==> src/rtl/write_info.sv <==
// write_info: queues {pu_id, size} write requests and drains size+1 beats per request from the addressed PU FIFO into outbuf; optional WRITE_INFO_DONE_EN adds per-request completion outputs
module write_info #(
    parameter int NUM_PU      = 1,
    parameter int WR_SIZE_W   = 20,
    parameter int PU_ID_W     = $clog2(NUM_PU) + 1,
    parameter int REQ_FIFO_AW = 5
) (
    input  logic                 clk,
    input  logic                 reset,
    input  logic                 wr_req,
    input  logic [WR_SIZE_W-1:0] wr_req_size,
    input  logic [PU_ID_W-1:0]   wr_req_pu_id,
    output logic                 write_info_full,
    input  logic [NUM_PU-1:0]    pu_empty,
    output logic [NUM_PU-1:0]    pu_pop,
    input  logic                 outbuf_almost_full,
    output logic                 outbuf_push,
    output logic [PU_ID_W-1:0]   outbuf_pu_id,
`ifdef WRITE_INFO_DONE_EN
    output logic                 wr_done,
    output logic [PU_ID_W-1:0]   wr_done_pu_id,
`endif
    output logic                 busy
);
    localparam int DEPTH = 1 << REQ_FIFO_AW;
    localparam int ENT_W = PU_ID_W + WR_SIZE_W;
    localparam logic [REQ_FIFO_AW:0] PTR_ONE = 1;
    localparam logic [WR_SIZE_W-1:0] CNT_ONE = 1;
    typedef enum logic {IDLE, ACTIVE} state_t;
    state_t state, state_n;
    logic [ENT_W-1:0] mem [DEPTH];
    logic [REQ_FIFO_AW:0] wr_ptr, rd_ptr;
    logic [PU_ID_W-1:0] cur_pu_id, head_pu_id;
    logic [WR_SIZE_W-1:0] cur_size, head_size, count;
    logic fifo_empty, req_push, req_pop, head_ok, sel_empty, beat, last, load;

    assign fifo_empty = wr_ptr == rd_ptr;
    assign write_info_full = (wr_ptr[REQ_FIFO_AW] != rd_ptr[REQ_FIFO_AW]) &&
                             (wr_ptr[REQ_FIFO_AW-1:0] == rd_ptr[REQ_FIFO_AW-1:0]);
    assign req_push = wr_req && !write_info_full;
    assign {head_pu_id, head_size} = mem[rd_ptr[REQ_FIFO_AW-1:0]];
    assign head_ok = head_pu_id < PU_ID_W'(NUM_PU);
    assign busy = state == ACTIVE || !fifo_empty;

    // Empty flag of the PU currently being drained
    always_comb begin
        sel_empty = 1'b0;
        for (int i = 0; i < NUM_PU; i++) sel_empty = sel_empty | (pu_empty[i] && cur_pu_id == PU_ID_W'(i));
    end

    // Beat qualification, next state and request pop; out-of-range PU ids are consumed without loading
    always_comb begin
        beat    = !reset && state == ACTIVE && !sel_empty && !outbuf_almost_full;
        last    = beat && count == cur_size;
        req_pop = !fifo_empty && (state == IDLE || last);
        load    = req_pop && head_ok;
        state_n = load ? ACTIVE : (state == IDLE || last) ? IDLE : ACTIVE;
        pu_pop  = '0;
        for (int i = 0; i < NUM_PU; i++) pu_pop[i] = beat && cur_pu_id == PU_ID_W'(i);
    end

    // State register
    always_ff @(posedge clk) state <= reset ? IDLE : state_n;

    // Request FIFO storage needs no reset; pointers define validity
    always_ff @(posedge clk) if (req_push) mem[wr_ptr[REQ_FIFO_AW-1:0]] <= {wr_req_pu_id, wr_req_size};

    // Request FIFO pointers, current request and beat counter
    always_ff @(posedge clk) begin
        if (reset) begin
            wr_ptr    <= '0;
            rd_ptr    <= '0;
            cur_pu_id <= '0;
            cur_size  <= '0;
            count     <= '0;
        end else begin
            if (req_push) wr_ptr <= wr_ptr + PTR_ONE;
            if (req_pop) rd_ptr <= rd_ptr + PTR_ONE;
            if (load) begin
                cur_pu_id <= head_pu_id;
                cur_size  <= head_size;
            end
            count <= (load || last) ? '0 : beat ? count + CNT_ONE : count;
        end
    end

    // Outbuf push trails the pop by one cycle, when the PU FIFO data becomes valid
    always_ff @(posedge clk) begin
        if (reset) begin
            outbuf_push  <= 1'b0;
            outbuf_pu_id <= '0;
        end else begin
            outbuf_push <= beat;
            if (beat) outbuf_pu_id <= cur_pu_id;
        end
    end

`ifdef WRITE_INFO_DONE_EN
    // Completion pulse aligned with the push of each request's last beat
    always_ff @(posedge clk) begin
        if (reset) begin
            wr_done       <= 1'b0;
            wr_done_pu_id <= '0;
        end else begin
            wr_done <= last;
            if (last) wr_done_pu_id <= cur_pu_id;
        end
    end
`endif

endmodule

==> config.mk <==
export PLATFORM = sky130hd
export DESIGN_NAME = write_info
export DESIGN_NICKNAME = d
export VERILOG_FILES = /design/src/rtl/write_info.sv
export SDC_FILE = /design/constraint.sdc
export NUM_CORES = 1
export LEC_CHECK = 0
export BUFFER_PORTS_ARGS = -buffer_cell sky130_fd_sc_hd__buf_2
export CORE_ASPECT_RATIO = 0.6
export CORE_MARGIN = 3
export CORE_UTILIZATION = 65
export CTS_BUF_LIST = sky130_fd_sc_hd__clkbuf_8
export DETAILED_ROUTE_END_ITERATION = 16
export PLACE_DENSITY = 0.83
export SLEW_MARGIN = 20
export SYNTH_ARGS = -nofsm -noshare
export SYNTH_HDL_FRONTEND = slang
export SYNTH_SLANG_ARGS = --single-unit
==> constraint.sdc <==
create_clock -name clk -period 3.5 [get_ports clk]
set_input_delay 0.525 -clock clk [delete_from_list [all_inputs] [get_ports clk]]
set_output_delay 0.525 -clock clk [all_outputs]
set_load 0.05 [all_outputs]
======== Word-level counts from Yosys, hierarchy flattened ========
Memories as Yosys holds them, arrays and structs flattened. A register that Yosys moved wholly into a read port is not among the register bits.
Cells that the tools add are included.
storage, ports and cells
  memories kept ........................... 1
  RAM bits ................................ 672
  bits of input ports ..................... 26
  memory bits (read-only) ................. 0
  register bits ........................... 56
  latch bits .............................. 0
memories
  memory  words  width  read ports  clocked after memory_dff  write ports  line  source
  mem     32     21     1           1                         1            31    logic [ENT_W-1:0] mem [DEPTH];
operators by class
  equal/unequal tests ..................... 4
  multipliers ............................. 0
  bitwise gates (word level) .............. 2
  muxes and demuxes ....................... 6
  order comparisons ....................... 1
  divide/modulo/power cells ............... 0
  $add $sub $neg .......................... 3
  reduce and logical (&&, ||, !) cells .... 19
  shift operators ......................... 0
operator list
  operator                                                         number
  20-bit by 1-bit adder with 20-bit output, second input constant  1
  20-bit == test                                                   1
  6-bit by 1-bit adder with 6-bit output, second input constant    2
  1-bit logical AND                                                10
  5-bit 2-to-1 mux                                                 2
  6-bit == test                                                    1
  5-bit == test                                                    1
  1-bit zero test                                                  5
  1-bit 2-to-1 mux                                                 4
  1-bit logical OR                                                 3
  1-bit inverter                                                   2
  2-bit OR reduction                                               1
  1-bit less-than comparator, second input constant                1
  1-bit inequality test                                            1

======== Depth between registers and ports, before layout ========
Gate-level depths: netlist (run 1).
  depth in word-level cells ............... 11
  mapped depth ............................ 11
  depth with buffers taken out ............ 7

======== Least setup slack after synthesis (run 1) ========
No wires, ideal clock.
  path kind ............................... flip-flop to flip-flop
  from .................................... register wr_ptr[0]
  to ...................................... memory mem[31][0] in the netlist's numbering (enable)
  arrival ................................. 2425 ps
  clock period less this slack ............ 2823 ps
  cell stages (with the launch flop) ...... 6
  setup slack ............................. 677 ps
  required time ........................... 3101 ps
  buffers on the path ..................... 0
  library setup time ...................... 399 ps
  cells stage by stage .................... dfxtp_1 -> xor2_1 -> nor2_1 -> a31oi_1 -> nand2_1 -> nor2_1
between the ends
  word-level cells in the longest chain between the ends .. 6
ends and longest elaborated chain
  what                                    line  source
  start, declared                         32    logic [REQ_FIFO_AW:0] wr_ptr, rd_ptr;
  start signal, assigned                  77    if (req_push) wr_ptr <= wr_ptr + PTR_ONE;
  5-bit == test                           39    (wr_ptr[REQ_FIFO_AW-1:0] == rd_ptr[REQ_FIFO_AW-1:0]);
  1-bit logical AND                       38    assign write_info_full = (wr_ptr[REQ_FIFO_AW] != rd_ptr[REQ_FIFO_AW]) &&
  1-bit zero test                         40    assign req_push = wr_req && !write_info_full;
  1-bit logical AND                       40
  1-bit 2-to-1 mux                        66    always_ff @(posedge clk) if (req_push) mem[wr_ptr[REQ_FIFO_AW-1:0]] <= {wr_req_pu_id, wr_req_size};
  1-bit 2-to-1 mux (implied by the code)  66
  end, declared                           31
Parallel ways exist; a longest one is shown, timed or not.

======== Worst setup path after layout (run 1) ========
  from .................................... register wr_ptr[2]
  to ...................................... output port busy
between the ends
  word-level cells in the longest chain between the ends .. 3
ends and longest elaborated chain
  what              line  source
  6-bit == test     37    assign fifo_empty = wr_ptr == rd_ptr;
  1-bit zero test   43    assign busy = state == ACTIVE || !fifo_empty;
  1-bit logical OR  43
  end, declared     23    output logic busy
Every way passes these cells.

==> impl_results.md, run 1 <==
- Number of setup buffers added after CTS: 0
- Mapped cell area: 28600 um^2
- Maximum number of pins on one net before global-route repair: 69
- Largest fanout of any net on the critical path: 12
- Height of the chip: 169 um
- Area Growth Syn to Fin: 10.8%
- Iteration count of the initial detailed-routing pass: 5
- IO Pins: 31
- Die boundary width: 277 um
- Average wire per cell in the routed design: 29.4 um
- Post-CTS Hold Fix Bufs: 0
- Setup_tns: 0 ps
- CP Launch Type: register
- Arrival time reported for the critical path endpoint: 2700 ps
- Max_slew headroom: 28.2%
- Category of the worst setup path capture point: output pin
- Count of instances resized after the clock tree is built: 0
- Standard-cell rows: 58
- Mapped Cells: 1599
- Number of clock sinks: 733
- Register Area: 21400 um^2
- DP HPWL: 43.2 mm
- F_max: 310 MHz
- Synthesis warning total: 0
- Initial antenna violation count: 5
- Count of routing violations after the opening detailed-route iteration: 2250
- Max-cap check violation count: 0
- Share of cells above drive strength 1: 19.8%
- Number of levels the H-tree was split into: 3
- Count of distinct cell types in the synthesized netlist: 42
- Final Critical Period: 3230 ps
- Worst hold path depth: 3
- Hold Crit Class: in2reg
- Tcrit/Tclk final: 92.2%
- TritonCTS clock tree: built
- Sequential cell area fraction in the yosys report: 74.7%
- Post-Syn Nets: 1631
- Number of hold violations in the final report: 0
- Register-to-register setup slack: 690 ps
- Crit Path Class: reg2out
- Final slew viol count: 0
- Number of fill cells in the layout: 2395
- Die ar.: 46700 um^2
- Share of synthesized flip-flops with an asynchronous set or reset: 0%
- Clock skew after layout: 25.5 ps
- Via density: 6.70
- Post-route antenna net violation count: 0
- Final layout net count: 1754
- Final WL: 69.5 mm
- Post-Synthesis Mean Instance Area: 17.9 um^2
- Commonest cells after routing, fill and taps aside: sky130_fd_sc_hd__edfxtp_1, sky130_fd_sc_hd__mux2i_1, sky130_fd_sc_hd__clkbuf_8
- Most common cell after layout, fill and taps aside: sky130_fd_sc_hd__edfxtp_1
- Number of synthesized flops with an enable pin: 672
- Number of synthesized register bits: 733
- Most frequently used flop master after synthesis: sky130_fd_sc_hd__edfxtp_1
- DRC violation count after routing: 0
- Area of combinational cells with multiple inputs: 6920 um^2
- Leakage power summed over all cells: 9.98 nW
- Post-CTS clock slew at the launch and capture registers of the worst setup and hold paths: 70 ps
- Final RePlAce weighted congestion: 0.875
- Required arrival time at the worst endpoint: 2970 ps
- Inserted Clock Buffers: 98
- Area of the placeable core: 42700 um^2
- Setup repair after global routing missed its margin: no
- Transition time at the pin with the least slew margin: 1070 ps
- Result of the run: complete, no violations
- Starting Density: 67.1%
- Final setup violation count: 0
- Bufs on Longest Clock Path: 3
- Power per unit of standard cell area: 615 nW/um^2
- Clock Latency Late Sink: 670 ps
- Quantity of I/O buffers inserted on ports: 30
- Maximum resistive drop on vdd: 0.412 mV
- Fin util: 74.3%
- Clock root cell: sky130_fd_sc_hd__clkbuf_8
- Wire length of the first global-routing pass: 102 mm
- Via count of the first global-routing pass: 15800
- Via Count: 15800
- Residual overflow from global routing: 0
- Aggregate global-route resource usage: 30.4%
- Worst r2r path cells: 7
cells by family after synthesis:
| family | Yosys count | share of synthesized area, % |
|---|---|---|
| simple gates | 270 | 4.62 |
| compound gates | 166 | 4.08 |
| mux | 279 | 13.3 |
| flops | 733 | 74.7 |
| xor+xnor | 50 | 1.53 |
| fa+ha+maj | 6 | 0.262 |
| buf+inv | 95 | 1.52 |
flip-flops by register name, indices dropped and copies added (netlist names), named ones only:
register / cells
wr_ptr: 6
outbuf_push: 1
outbuf_pu_id: 1
cur_pu_id: 1
count: 20
state: 1
cur_size: 20
rd_ptr: 6
mem: 672
cells in the mapped netlist, types with 8 or more instances:
| master | instances | share of area [%] |
|---|---|---|
| sky130_fd_sc_hd__a41o_1 | 20 | 0.70 |
| sky130_fd_sc_hd__dfxtp_1 | 61 | 4.3 |
| sky130_fd_sc_hd__edfxtp_1 | 672 | 70 |
| sky130_fd_sc_hd__mux4_2 | 80 | 6.3 |
| sky130_fd_sc_hd__a22oi_1 | 83 | 2.2 |
| sky130_fd_sc_hd__nand2b_1 | 23 | 0.50 |
| sky130_fd_sc_hd__clkbuf_1 | 44 | 0.58 |
| sky130_fd_sc_hd__mux2i_1 | 198 | 6.9 |
| sky130_fd_sc_hd__nor3_1 | 25 | 0.44 |
| sky130_fd_sc_hd__nand2_1 | 64 | 0.84 |
| sky130_fd_sc_hd__nand3_1 | 56 | 0.98 |
| sky130_fd_sc_hd__a21oi_1 | 50 | 0.87 |
| sky130_fd_sc_hd__buf_2 | 38 | 0.66 |
| sky130_fd_sc_hd__inv_1 | 8 | 0.10 |
| sky130_fd_sc_hd__xnor2_1 | 31 | 0.95 |
| sky130_fd_sc_hd__nand4_1 | 10 | 0.22 |
| sky130_fd_sc_hd__xor2_1 | 19 | 0.58 |
| sky130_fd_sc_hd__nor2_1 | 57 | 0.75 |
path summary, 6_finish.rpt:
kind | endpoint | start
setup / recovery | busy | wr_ptr[2]$_SDFFE_PP0P_
hold / removal | outbuf_push$_SDFF_PP0_ | outbuf_almost_full
setup reg to reg | mem[14][9]$_DFFE_PP_ | wr_ptr[3]$_SDFFE_PP0P_
hold reg to reg | cur_size[0]$_SDFFE_PP0P_ | cur_size[0]$_SDFFE_PP0P_
worst max-delay path: stages (launching register included):
cell,delay (ps)
sky130_fd_sc_hd__dfxtp_1,540
sky130_fd_sc_hd__xor2_1,120
sky130_fd_sc_hd__nor3_1,360
sky130_fd_sc_hd__nand3_1,410
sky130_fd_sc_hd__or2_2,400
sky130_fd_sc_hd__buf_2,210
stage by stage:
stage	hold slack, ps	setup slack, ps	power, mW	instances	cell area (um^2)
after floorplan	462	677	12.7	1599	28600
after global placement	473	713	13.7	2192	30000
after detailed placement	482	665	13.8	2192	30000
after CTS	210	299	19.6	2363	31700
after global routing	266	40.5	20.2	2364	31700
final	249	274	19.5	2364	31700
final cells by class:
cell class,count,area share [%]
repair buffers,110,2.80
flip-flops and latches,733,67.5
inverters,8,0.0947
clock buffers,104,4.51
multi-input cells,771,21.8
well taps,570,2.25
clock inverters,67,1.02
diodes,1,0.00789
where the power goes:
part / internal, mW / leakage [nW] / switching (mW) / total (mW)
Combinational: 1.58 / 2.40 / 2.07 / 3.66
Clock: 2.88 / 1.03 / 3.01 / 5.88
Sequential: 9.73 / 6.55 / 0.248 / 9.98
Total: 14.2 / 9.98 / 5.33 / 19.5
per-layer routing:
layer / routed length, um / part of all wire, % / GRT usage (%) / vias to the layer above
met2: 29900 / 43 / 42.7 / 1128
met1: 26600 / 38 / 43.5 / 7941
met3: 11200 / 16 / 13.3 / 139
met5: 36 / 0.052 / 0 / -
li1: - / - / - / 6615
met4: 1740 / 2.5 / 9.69 / 6
(Power assumes the default switching activity.)
==> run 2: changes to the inputs <==
- BUFFER_PORTS_ARGS: -buffer_cell sky130_fd_sc_hd__buf_2 -> default
- CORE_UTILIZATION: 65 -> 66
- DONT_BUFFER_PORTS: default -> 1
==> run 2 against run 1 <==
Wire length increased by 1.3%. Final cell count decreased by 0.30%. Clock skew grew 2.9 ps. Cell area increased by 0.45%. Sequential share of layout area shrank 0.30 points. Via count down 1.0%. Highest routed layer unchanged.
==> impl_results.md, run 2 (same netlist as run 1, synthesis figures left out) <==
- Bufs on Longest Clock Path: 3
- Maximum resistive drop on vdd: 0.454 mV
- Area of combinational cells with multiple inputs: 6920 um^2
- Average wire per cell in the routed design: 29.9 um
- Commonest cells after routing, fill and taps aside: sky130_fd_sc_hd__edfxtp_1, sky130_fd_sc_hd__mux2i_1, sky130_fd_sc_hd__clkbuf_8
- DP HPWL: 40.9 mm
- Category of the worst setup path capture point: output pin
- Crit path max-delay cell type: sky130_fd_sc_hd__dfxtp_1
- Final slew viol count: 0
- Max-cap check violation count: 0
- Iteration count of the initial detailed-routing pass: 5
- Post-CTS Hold Fix Bufs: 23
- Number of levels the H-tree was split into: 3
- Via count of the first global-routing pass: 15700
- Post-route antenna net violation count: 0
- Inserted Clock Buffers: 98
- Maximum number of pins on one net before global-route repair: 94
- Final WL: 70.4 mm
- Post-CTS clock slew at the launch and capture registers of the worst setup and hold paths: 70 ps
- Number of fill cells in the layout: 2343
- Number of setup buffers added after CTS: 0
- Result of the run: complete, no violations
- Max_slew headroom: 20.3%
- Fin util: 75.2%
- Most common cell after layout, fill and taps aside: sky130_fd_sc_hd__edfxtp_1
- Area Growth Syn to Fin: 11.3%
- Share of cells above drive strength 1: 19.7%
- Power per unit of standard cell area: 624 nW/um^2
- Final setup violation count: 0
- Post-placement worst setup slack: 763 ps
- Via Count: 15700
- Area of the placeable core: 42400 um^2
- Crit Path Class: reg2out
- Leakage power summed over all cells: 10.0 nW
- Residual overflow from global routing: 0
- Height of the chip: 167 um
- Clock root cell: sky130_fd_sc_hd__clkbuf_8
- Wire length of the first global-routing pass: 103 mm
- Count of routing violations after the opening detailed-route iteration: 2461
- Clock Latency Late Sink: 690 ps
- Starting Density: 67.6%
- Sequence of cells on the critical path: xor2_1 > nor3_1 > nand3_1 > or2_2
- Clock skew after layout: 28.4 ps
- Die boundary width: 275 um
- Number of hold violations in the final report: 0
- Count of non-filler cells in the finished layout: 2357
- Count of instances resized after the clock tree is built: 0
- Setup repair after global routing missed its margin: no
- DRC violation count after routing: 0
- TritonCTS clock tree: built
- Aggregate global-route resource usage: 31.4%
- IO Pins: 31
- Required arrival time at the worst endpoint: 2970 ps
- Number of flip-flops under the largest register name: 672
- DR top layer: met5
- Worst hold slack across all endpoints: 64.1 ps
- Via density: 6.65
- Cell total after placement: 2149
- Setup_tns: 0 ps
- Final RePlAce weighted congestion: 0.880
- Standard-cell rows: 58
- Die ar.: 46000 um^2
- Slowest cell delay on critical path: 540 ps
- Largest fanout of any net on the critical path: 12
- Register Area: 21400 um^2
- Number of clock sinks: 733
- PnR worst setup slack: 544 ps
- Arrival time reported for the critical path endpoint: 2430 ps
- Quantity of I/O buffers inserted on ports: 0
- Tcrit/Tclk final: 84.5%
- Initial antenna violation count: 1
- Hold Crit Class: in2reg
- Final Critical Period: 2960 ps
- Final layout net count: 1734
- Met1 wire length: 27.5 mm
- Met3 wirelength from detailed routing: 9.97 mm
- CP Launch Type: register
- Met2 routed WL: 31.1 mm
- F_max: 338 MHz
- Transition time at the pin with the least slew margin: 1190 ps
[run 2: cell types whose count changed in the layout (fill, tap and decap cells not counted), sizes merged]
cell,change
buf,-23
dlygate4sd3,+3
clkinv,-2
bufinv,+1
inv,+7
clkinvlp,+2
diode,+1
clkbuf,+4
[run 2: final cells by class]
class | instances | share of cell area [%]
Tap cell | 570 | 2.24
Inverter | 8 | 0.0943
Clock buffer | 108 | 4.67
Antenna cell | 2 | 0.0157
Clock inverter | 75 | 1.36
Sequential cell | 733 | 67.2
Timing Repair Buffer | 90 | 2.69
Multi-Input combinational cell | 771 | 21.7
[run 2: worst paths after layout]
path                                 start                        end  slack, ps  cells past startpoint
setup reg to reg    wr_ptr[4]$_SDFFE_PP0P_       mem[28][3]$_DFFE_PP_        660                      6
hold reg to reg   cur_size[6]$_SDFFE_PP0P_   cur_size[6]$_SDFFE_PP0P_        500                      2
setup / recovery    wr_ptr[2]$_SDFFE_PP0P_                       busy        540                      4
hold / removal                       reset  cur_size[19]$_SDFFE_PP0P_         60                      2
[run 2: report_power, final]
part | switching, mW | internal (mW) | leakage (nW)
Sequential | 0.332 | 9.73 | 6.55
Clock | 3.15 | 3.09 | 1.13
Combinational | 1.98 | 1.58 | 2.34
Total | 5.47 | 14.4 | 10.0
[run 2: worst max-delay path, delay by kind of cell, from the launching register on]
family	cells	cell delay, ps
xor+xnor	1	120
flops	1	540
simple gates	3	1110
[run 2: metrics by stage]
step / cell area, um^2 / total power [mW]
floorplan: 28600 / 12.7
global placement: 29700 / 13.5
detailed placement: 29700 / 13.6
CTS: 31900 / 19.9
global route: 31900 / 20.5
finish: 31900 / 19.9
[run 2: per-layer routing]
metal  up-vias  global-route usage (%)
li1       6583                       -
met1      7900                    48.5
met2      1067                    44.2
met3       111                    9.32
met4         2                    9.20
met5         -                       0
